===== src/rtl/zx_video_pkg.sv =====
// Shared ZX Spectrum video constants, fetch FSM states and colour/address helpers.
package zx_video_pkg;

    localparam logic [12:0] ZX_ATTR_BASE = 13'h1800;
    localparam int          ZX_H_ACTIVE  = 512;
    localparam int          ZX_V_ACTIVE  = 384;
    localparam logic [3:0]  LVL_NORMAL   = 4'hC;
    localparam logic [3:0]  LVL_BRIGHT   = 4'hF;

    typedef enum logic [1:0] {
        IDLE     = 2'd0,
        REQ_BMP  = 2'd1,
        REQ_ATTR = 2'd2,
        READY    = 2'd3
    } fetch_state_t;

    function automatic logic [3:0] chan_level(input logic on, input logic bright);
        if (!on) begin
            return 4'h0;
        end else if (bright) begin
            return LVL_BRIGHT;
        end else begin
            return LVL_NORMAL;
        end
    endfunction

    // ZX colours are stored G,R,B; VGA wants R,G,B.
    function automatic logic [11:0] grb_to_rgb(input logic [2:0] grb, input logic bright);
        return {chan_level(grb[1], bright), chan_level(grb[2], bright), chan_level(grb[0], bright)};
    endfunction

    // The bitmap interleaves thirds, character rows and pixel lines.
    function automatic logic [12:0] bmp_addr(input logic [7:0] zy, input logic [4:0] col);
        return {zy[7:6], zy[2:0], zy[5:3], col};
    endfunction

    function automatic logic [12:0] attr_addr(input logic [7:0] zy, input logic [4:0] col);
        return ZX_ATTR_BASE + {3'b000, zy[7:3], col};
    endfunction

endpackage


===== src/rtl/zx_attr_colour.sv =====
// Maps a ZX attribute byte and pixel bit to 12-bit RGB.
// Flash swap of ink/paper exists only when ZX_FLASH_EN is defined.
module zx_attr_colour
    import zx_video_pkg::*;
(
    input  logic [7:0]  attr,
    input  logic        pixel,
    input  logic        flash_phase,
    output logic [11:0] rgb
);

    logic       swap_s;
    logic [2:0] grb_s;

`ifdef ZX_FLASH_EN
    assign swap_s = attr[7] & flash_phase;
`else
    logic unused_s;
    assign unused_s = attr[7] ^ flash_phase;
    assign swap_s   = 1'b0;
`endif

    // Select ink or paper, honouring the flash swap
    always_comb begin
        grb_s = 3'b000;
        if (pixel ^ swap_s) begin
            grb_s = attr[2:0];
        end else begin
            grb_s = attr[5:3];
        end
        rgb = grb_to_rgb(grb_s, attr[6]);
    end

endmodule


===== src/rtl/zx_pixel_renderer.sv =====
// ZX Spectrum screen to 2x-scaled VGA renderer with per-cell VRAM prefetch.
// Optional flash support is enabled by defining ZX_FLASH_EN.
module zx_pixel_renderer
    import zx_video_pkg::*;
#(
    parameter int H_OFFSET = 64,
    parameter int V_OFFSET = 48
) (
    input  logic        clk25,
    input  logic        rst_n,
    input  logic [9:0]  hpos,
    input  logic [9:0]  vpos,
    input  logic        display_on,
    input  logic [2:0]  border,
    output logic        mem_req,
    output logic [12:0] mem_addr,
    input  logic        mem_ack,
    input  logic [7:0]  mem_data,
    output logic [3:0]  red,
    output logic [3:0]  green,
    output logic [3:0]  blue,
    output logic        underrun,
    input  logic        underrun_clr
);

    localparam logic [9:0] X_FIRST     = 10'(H_OFFSET);
    localparam logic [9:0] X_END       = 10'(H_OFFSET + ZX_H_ACTIVE);
    localparam logic [9:0] X_FETCH     = 10'(H_OFFSET - 16);
    localparam logic [9:0] X_FETCH_END = 10'(H_OFFSET + ZX_H_ACTIVE - 16);
    localparam logic [9:0] Y_FIRST     = 10'(V_OFFSET);
    localparam logic [9:0] Y_END       = 10'(V_OFFSET + ZX_V_ACTIVE);

    fetch_state_t state_r;
    logic         mem_req_r;
    logic [12:0]  mem_addr_r;
    logic [4:0]   fetch_col_r;
    logic [7:0]   nxt_bmp_r;
    logic [7:0]   nxt_attr_r;
    logic         discard_r;
    logic         pend_r;
    logic [4:0]   pend_col_r;
    logic [7:0]   cur_bmp_r;
    logic [7:0]   cur_attr_r;
    logic         cur_bad_r;
    logic [11:0]  rgb_r;
    logic         underrun_r;

    logic [3:0]   px_lo_s;
    logic [4:0]   fetch_col_s;
    logic [7:0]   zy_s;
    logic         in_win_s;
    logic         in_y_s;
    logic         start_s;
    logic         load_s;
    logic         late_s;
    logic         relaunch_s;
    logic [4:0]   relaunch_col_s;
    logic [7:0]   cell_bmp_s;
    logic [7:0]   cell_attr_s;
    logic         cell_bad_s;
    logic         pixel_s;
    logic         flash_phase_s;
    logic [11:0]  cell_rgb_s;
    logic [11:0]  border_rgb_s;

    // Window decode, fetch start and load-point strobes
    always_comb begin
        px_lo_s        = 4'(hpos - X_FIRST);
        fetch_col_s    = 5'((hpos - X_FETCH) >> 4);
        zy_s           = 8'((vpos - Y_FIRST) >> 1);
        in_y_s         = (vpos >= Y_FIRST) && (vpos < Y_END);
        in_win_s       = in_y_s && (hpos >= X_FIRST) && (hpos < X_END);
        start_s        = in_y_s && (hpos >= X_FETCH) && (hpos < X_FETCH_END) && (px_lo_s == 4'd0);
        load_s         = in_win_s && (px_lo_s == 4'd0);
        late_s         = discard_r || load_s;
        relaunch_s     = start_s || pend_r;
        relaunch_col_s = start_s ? fetch_col_s : pend_col_r;
    end

    // Fetch sequencer; data arriving after its load point is dropped and
    // the queued column is launched on that same ack.
    always_ff @(posedge clk25) begin
        if (!rst_n) begin
            state_r     <= IDLE;
            mem_req_r   <= 1'b0;
            mem_addr_r  <= 13'h0000;
            fetch_col_r <= 5'd0;
            nxt_bmp_r   <= 8'h00;
            nxt_attr_r  <= 8'h00;
            discard_r   <= 1'b0;
            pend_r      <= 1'b0;
            pend_col_r  <= 5'd0;
        end else begin
            case (state_r)
                IDLE: begin
                    if (start_s) begin
                        state_r     <= REQ_BMP;
                        mem_req_r   <= 1'b1;
                        mem_addr_r  <= bmp_addr(zy_s, fetch_col_s);
                        fetch_col_r <= fetch_col_s;
                    end
                end
                REQ_BMP, REQ_ATTR: begin
                    if (mem_ack && late_s) begin
                        discard_r <= 1'b0;
                        pend_r    <= 1'b0;
                        if (relaunch_s) begin
                            state_r     <= REQ_BMP;
                            mem_req_r   <= 1'b1;
                            mem_addr_r  <= bmp_addr(zy_s, relaunch_col_s);
                            fetch_col_r <= relaunch_col_s;
                        end else begin
                            state_r   <= IDLE;
                            mem_req_r <= 1'b0;
                        end
                    end else if (mem_ack && (state_r == REQ_BMP)) begin
                        nxt_bmp_r  <= mem_data;
                        state_r    <= REQ_ATTR;
                        mem_addr_r <= attr_addr(zy_s, fetch_col_r);
                    end else if (mem_ack) begin
                        nxt_attr_r <= mem_data;
                        state_r    <= READY;
                        mem_req_r  <= 1'b0;
                        pend_r     <= 1'b0;
                    end else begin
                        if (load_s) begin
                            discard_r <= 1'b1;
                        end
                        if (start_s) begin
                            pend_r     <= 1'b1;
                            pend_col_r <= fetch_col_s;
                        end
                    end
                end
                READY: begin
                    if (start_s) begin
                        state_r     <= REQ_BMP;
                        mem_req_r   <= 1'b1;
                        mem_addr_r  <= bmp_addr(zy_s, fetch_col_s);
                        fetch_col_r <= fetch_col_s;
                    end else if (load_s) begin
                        state_r <= IDLE;
                    end
                end
                default: begin
                    state_r   <= IDLE;
                    mem_req_r <= 1'b0;
                end
            endcase
        end
    end

    // Current-cell registers advance at each load point
    always_ff @(posedge clk25) begin
        if (!rst_n) begin
            cur_bmp_r  <= 8'h00;
            cur_attr_r <= 8'h00;
            cur_bad_r  <= 1'b0;
        end else if (load_s) begin
            cur_bmp_r  <= nxt_bmp_r;
            cur_attr_r <= nxt_attr_r;
            cur_bad_r  <= (state_r != READY);
        end
    end

    // At the load point itself the new cell is rendered straight from the next-cell bytes
    always_comb begin
        if (load_s) begin
            cell_bmp_s  = nxt_bmp_r;
            cell_attr_s = nxt_attr_r;
            cell_bad_s  = (state_r != READY);
        end else begin
            cell_bmp_s  = cur_bmp_r;
            cell_attr_s = cur_attr_r;
            cell_bad_s  = cur_bad_r;
        end
        pixel_s      = cell_bmp_s[3'd7 - px_lo_s[3:1]];
        border_rgb_s = grb_to_rgb(border, 1'b0);
    end

`ifdef ZX_FLASH_EN
    logic [4:0] frame_cnt_r;

    // Frame counter for the flash phase
    always_ff @(posedge clk25) begin
        if (!rst_n) begin
            frame_cnt_r <= 5'd0;
        end else if ((hpos == 10'd0) && (vpos == 10'd0)) begin
            frame_cnt_r <= frame_cnt_r + 5'd1;
        end
    end

    assign flash_phase_s = frame_cnt_r[4];
`else
    assign flash_phase_s = 1'b0;
`endif

    zx_attr_colour u_attr_colour (
        .attr        (cell_attr_s),
        .pixel       (pixel_s),
        .flash_phase (flash_phase_s),
        .rgb         (cell_rgb_s)
    );

    // Registered pixel output
    always_ff @(posedge clk25) begin
        if (!rst_n) begin
            rgb_r <= 12'h000;
        end else if (!display_on) begin
            rgb_r <= 12'h000;
        end else if (in_win_s && !cell_bad_s) begin
            rgb_r <= cell_rgb_s;
        end else begin
            rgb_r <= border_rgb_s;
        end
    end

    // Sticky deadline-miss flag; a new miss beats a clear
    always_ff @(posedge clk25) begin
        if (!rst_n) begin
            underrun_r <= 1'b0;
        end else if (load_s && (state_r != READY)) begin
            underrun_r <= 1'b1;
        end else if (underrun_clr) begin
            underrun_r <= 1'b0;
        end
    end

    assign mem_req  = mem_req_r;
    assign mem_addr = mem_addr_r;
    assign red      = rgb_r[11:8];
    assign green    = rgb_r[7:4];
    assign blue     = rgb_r[3:0];
    assign underrun = underrun_r;

endmodule

===== config.mk =====
export PLATFORM = sky130hd
export DESIGN_NAME = zx_pixel_renderer
export DESIGN_NICKNAME = d
export VERILOG_FILES = /design/src/rtl/zx_video_pkg.sv /design/src/rtl/zx_attr_colour.sv /design/src/rtl/zx_pixel_renderer.sv
export SDC_FILE = /design/constraint.sdc
export NUM_CORES = 1
export LEC_CHECK = 0
export ABC_AREA = 0
export BUFFER_PORTS_ARGS = -buffer_cell sky130_fd_sc_hd__buf_2
export CELL_PAD_IN_SITES_DETAIL_PLACEMENT = 0
export CELL_PAD_IN_SITES_GLOBAL_PLACEMENT = 1
export CORE_MARGIN = 5
export CORE_UTILIZATION = 41
export DETAILED_ROUTE_END_ITERATION = 10
export HOLD_SLACK_MARGIN = 0.12
export PLACE_DENSITY = 0.87
export REMOVE_ABC_BUFFERS = 1
export SYNTH_ARGS = -nofsm -noshare
export SYNTH_HDL_FRONTEND = slang
export SYNTH_SLANG_ARGS = --single-unit

===== constraint.sdc =====
create_clock -name clk25 -period 2.75 [get_ports clk25]
set_input_delay 0.275 -clock clk25 [delete_from_list [all_inputs] [get_ports clk25]]
set_output_delay 0.275 -clock clk25 [all_outputs]
set_load 0.005 [all_outputs]

==> flow_summary.yaml <==
run_status:
  status: "finished, final reports clean"
yosys:
  synth_seq_cells: 66
  yosysWarnings: 0
  synth-edff-count: 0
  synth_cell_types: 60
  ys_top_cells_by_count: "66 x dfxtp_1, 46 x nand2_1, 41 x nor2_1, 34 x a21oi_1, 26 x mux2i_1"
  synth_area_per_cell_um2: 8.96
  yosys.area.top_type_share_pct: 41.6
  synth_area_um2: 3170
  synthCells: 354
  synth_ff_type: "dfxtp_1"
  yosysSeqAreaShare_pct: 41.6
  yosys.area.top_type: "dfxtp_1"
  yosysMostFrequentCell: "dfxtp_1"
  synthArstFlopShare_pct: 0
  ys_top_cells_by_area: "dfxtp_1 42%, mux2i_1 8.2%, nand2_1 5.4%"
finish:
  antenna_cells: 0
  drive_above_1_share_pct: 26.8
  final_util_pct: 49.7
  final_cells: 524
  area_delta_synth_final_pct: 19.7
  fin_nets: 459
floorplanning:
  num_rows: 32
  core_area_um2: 7650
  die_y_um: 98.0
  io_pins: 63
  die_area_um2: 9600
  start_util_pct: 41.5
  die_w_um: 98.0
global_route:
  grt_overflow: 0
  antenna_found_initial: 0
  grt_usage_pct: 16.2
  grt_pass1_vias: 2757
  grt_pass1_wl_mm: 12.8
  grt_start_max_net_pins: 56
timing:
  worst_pin_slew_ps: 960
  drv_slew: 0
  rsz0062_at_grt: "false"
  finalSetupViolations: 0
  tns_ps: 0
  setup_ws_ps: 359
  relSlewSlack_pct: 35.9
  finClkSkew_ps: 5.91
  fmax_mhz: 418
  hold-worst-slack_ps: 146
  hold_viol_final: 0
  min_period_over_period_pct: 86.9
  period_needed_ps: 2390
route:
  via_count: 2757
  drt_wl_total_mm: 7.64
  ant_nets: 0
  drc_errors: 0
  first_pass_iters: 4
  avgViaCountPerCell: 5.26
  detail_route.wl_per_cell_um: 14.6
  dr.first_iter.drc_count: 137
placed_design:
  pre_cts_ws_ps: 24.2
  dp_cells: 508
  gp_congestion: 0.850
  hpwl_mm: 5.74
  port_buffers: 61
power:
  power_frac_comb_pct: 12.3
  pwr-share-seq_pct: 45.3
  p_int_uw: 1600
  powerDensity_nw_per_um2: 572
  p_clk_share_pct: 42.4
  p_sw_share_pct: 26.2
  power.leakage_uw: 0.00155
  peakVddDrop_mv: 0.554
  p_sw_uw: 569
worst_setup_path:
  r2r_end: "mem_addr[0]"
  timing.rr.start: "state_r[0]"
  r2r_slack_ps: 450
  path_max_fanout: 8
  cp.required_ps: 2990
  crit_type: "input port to register"
  crit_top_cell: "or3_1"
  end_kind: "register"
  r2r_cells: 7
  setup.worst_path.start_class: "input port"
  worstPathArrival_ps: 2630
  cp_slowest_stage_delay_ps: 600
  cp-startpoint: "vpos[4]"
  crit_path_top_delay_cell: "or3_1"
  path_cells: "buf_2 -> ha_1 -> o211a_1 -> or3_1 -> or3_1 -> mux2i_1 -> nand2_1 -> a32o_1"
worst_hold_path:
  min_to: "mem_addr[5]"
  whs_path_depth: 2
  min_from: "vpos[4]"
  min-delay-path-class: "input port to register"
clock_network:
  cts_setup_buffers: 0
  cts_root_buf: "clkbuf_8"
  clk_pin_slew_ps: 80
  htreeDepth: 3
  insertion_delay_ps: 340
  clock_sinks: 66
  cts_made_buffers: 9
  cts_hold_buf: 0
  cts_tree: "yes"
  cts_buffer_depth: 2
  post_cts_resized: 0
flow_run:
  maxCapViolCount: 0
==> power by group through the flow <==
stage	combinational (uW)	clock [uW]	sequential (uW)
CTS	267	944	984
finish	266	920	984
global route	296	985	987
detailed placement	266	0	1010
floorplan	155	0	1010
global placement	261	0	1010
==> state kept, by name, summed over array words and instances (netlist names), 2 cells and up <==
name,count
cur_attr_r,7
cur_bmp_r,8
fetch_col_r,5
mem_addr,13
nxt_attr_r,7
nxt_bmp_r,8
pend_col_r,5
rgb_r,6
state_r,2
==> routing by layer <==
layer	share of wire, %	up-vias	track usage (%)
li1	-	1384	-
met1	41	1282	18.4
met2	51	76	28.1
met3	5.4	15	5.86
met4	2.3	0	5.54
met5	0	-	0
==> worst max-delay path: cells and delay by family <==
family | cells | cell delay [ps]
adders and majority gates | 1 | 250
muxes | 1 | 300
buffers and inverters | 1 | 110
and+or+nand+nor | 3 | 1140
AOI/OAI and AO/OA | 2 | 550
==> cell families after synthesis <==
group	after synthesis	share of synthesized area, %
AND/OR/NAND/NOR	132	20.5
AO/OA/AOI/OAI	86	18.8
flip-flops	66	41.6
buffers and inverters	29	5.20
multiplexers	29	9.74
XOR/XNOR	6	1.66
adder cells (fa/ha/maj)	6	2.37
==> stage by stage <==
stage               total power [uW]  instance area, um^2
finish                          2170                 3800
global route                    2270                 3800
CTS                             2200                 3800
detailed placement              1270                 3570
global placement                1270                 3570
floorplan                       1160                 3030
==> worst max path at each step <==
stage,slack [ps],depth (start not counted),to
after detailed placement,20,8,rgb_r[3]
after floorplan,-440,7,mem_addr[0]
after CTS,390,8,rgb_r[3]
after global placement,100,8,rgb_r[7]
after global routing,230,8,rgb_r[3]
final,360,8,rgb_r[3]
==> cell usage in the layout, fill, tap and decap left out, types with 6 or more instances in the layout <==
master / netlist / final
nand3_1: 7 / 7
nand2b_1: 6 / 6
dfxtp_1: 66 / 66
mux2i_1: 26 / 26
nor2_1: 41 / 41
nand2_1: 46 / 46
ha_1: 6 / 6
o21ai_0: 6 / 6
buf_4: 8 / 14
a21oi_1: 34 / 34
buf_2: 3 / 61
clkbuf_8: 0 / 9
o21ai_1: 6 / 6
and3_1: 7 / 7
==> cell type report <==
| cell class | count | area, um^2 |
|---|---|---|
| tap | 102 | 128 |
| clock inverter | 7 | 100 |
| sequential | 66 | 1320 |
| clock buffer | 9 | 124 |
| inverter | 6 | 22.5 |
| fill | 758 | 3850 |
| timing repair buffer | 75 | 410 |
| multi-input combinational | 259 | 1690 |
Note: power is estimated with default switching activity, not from simulation.
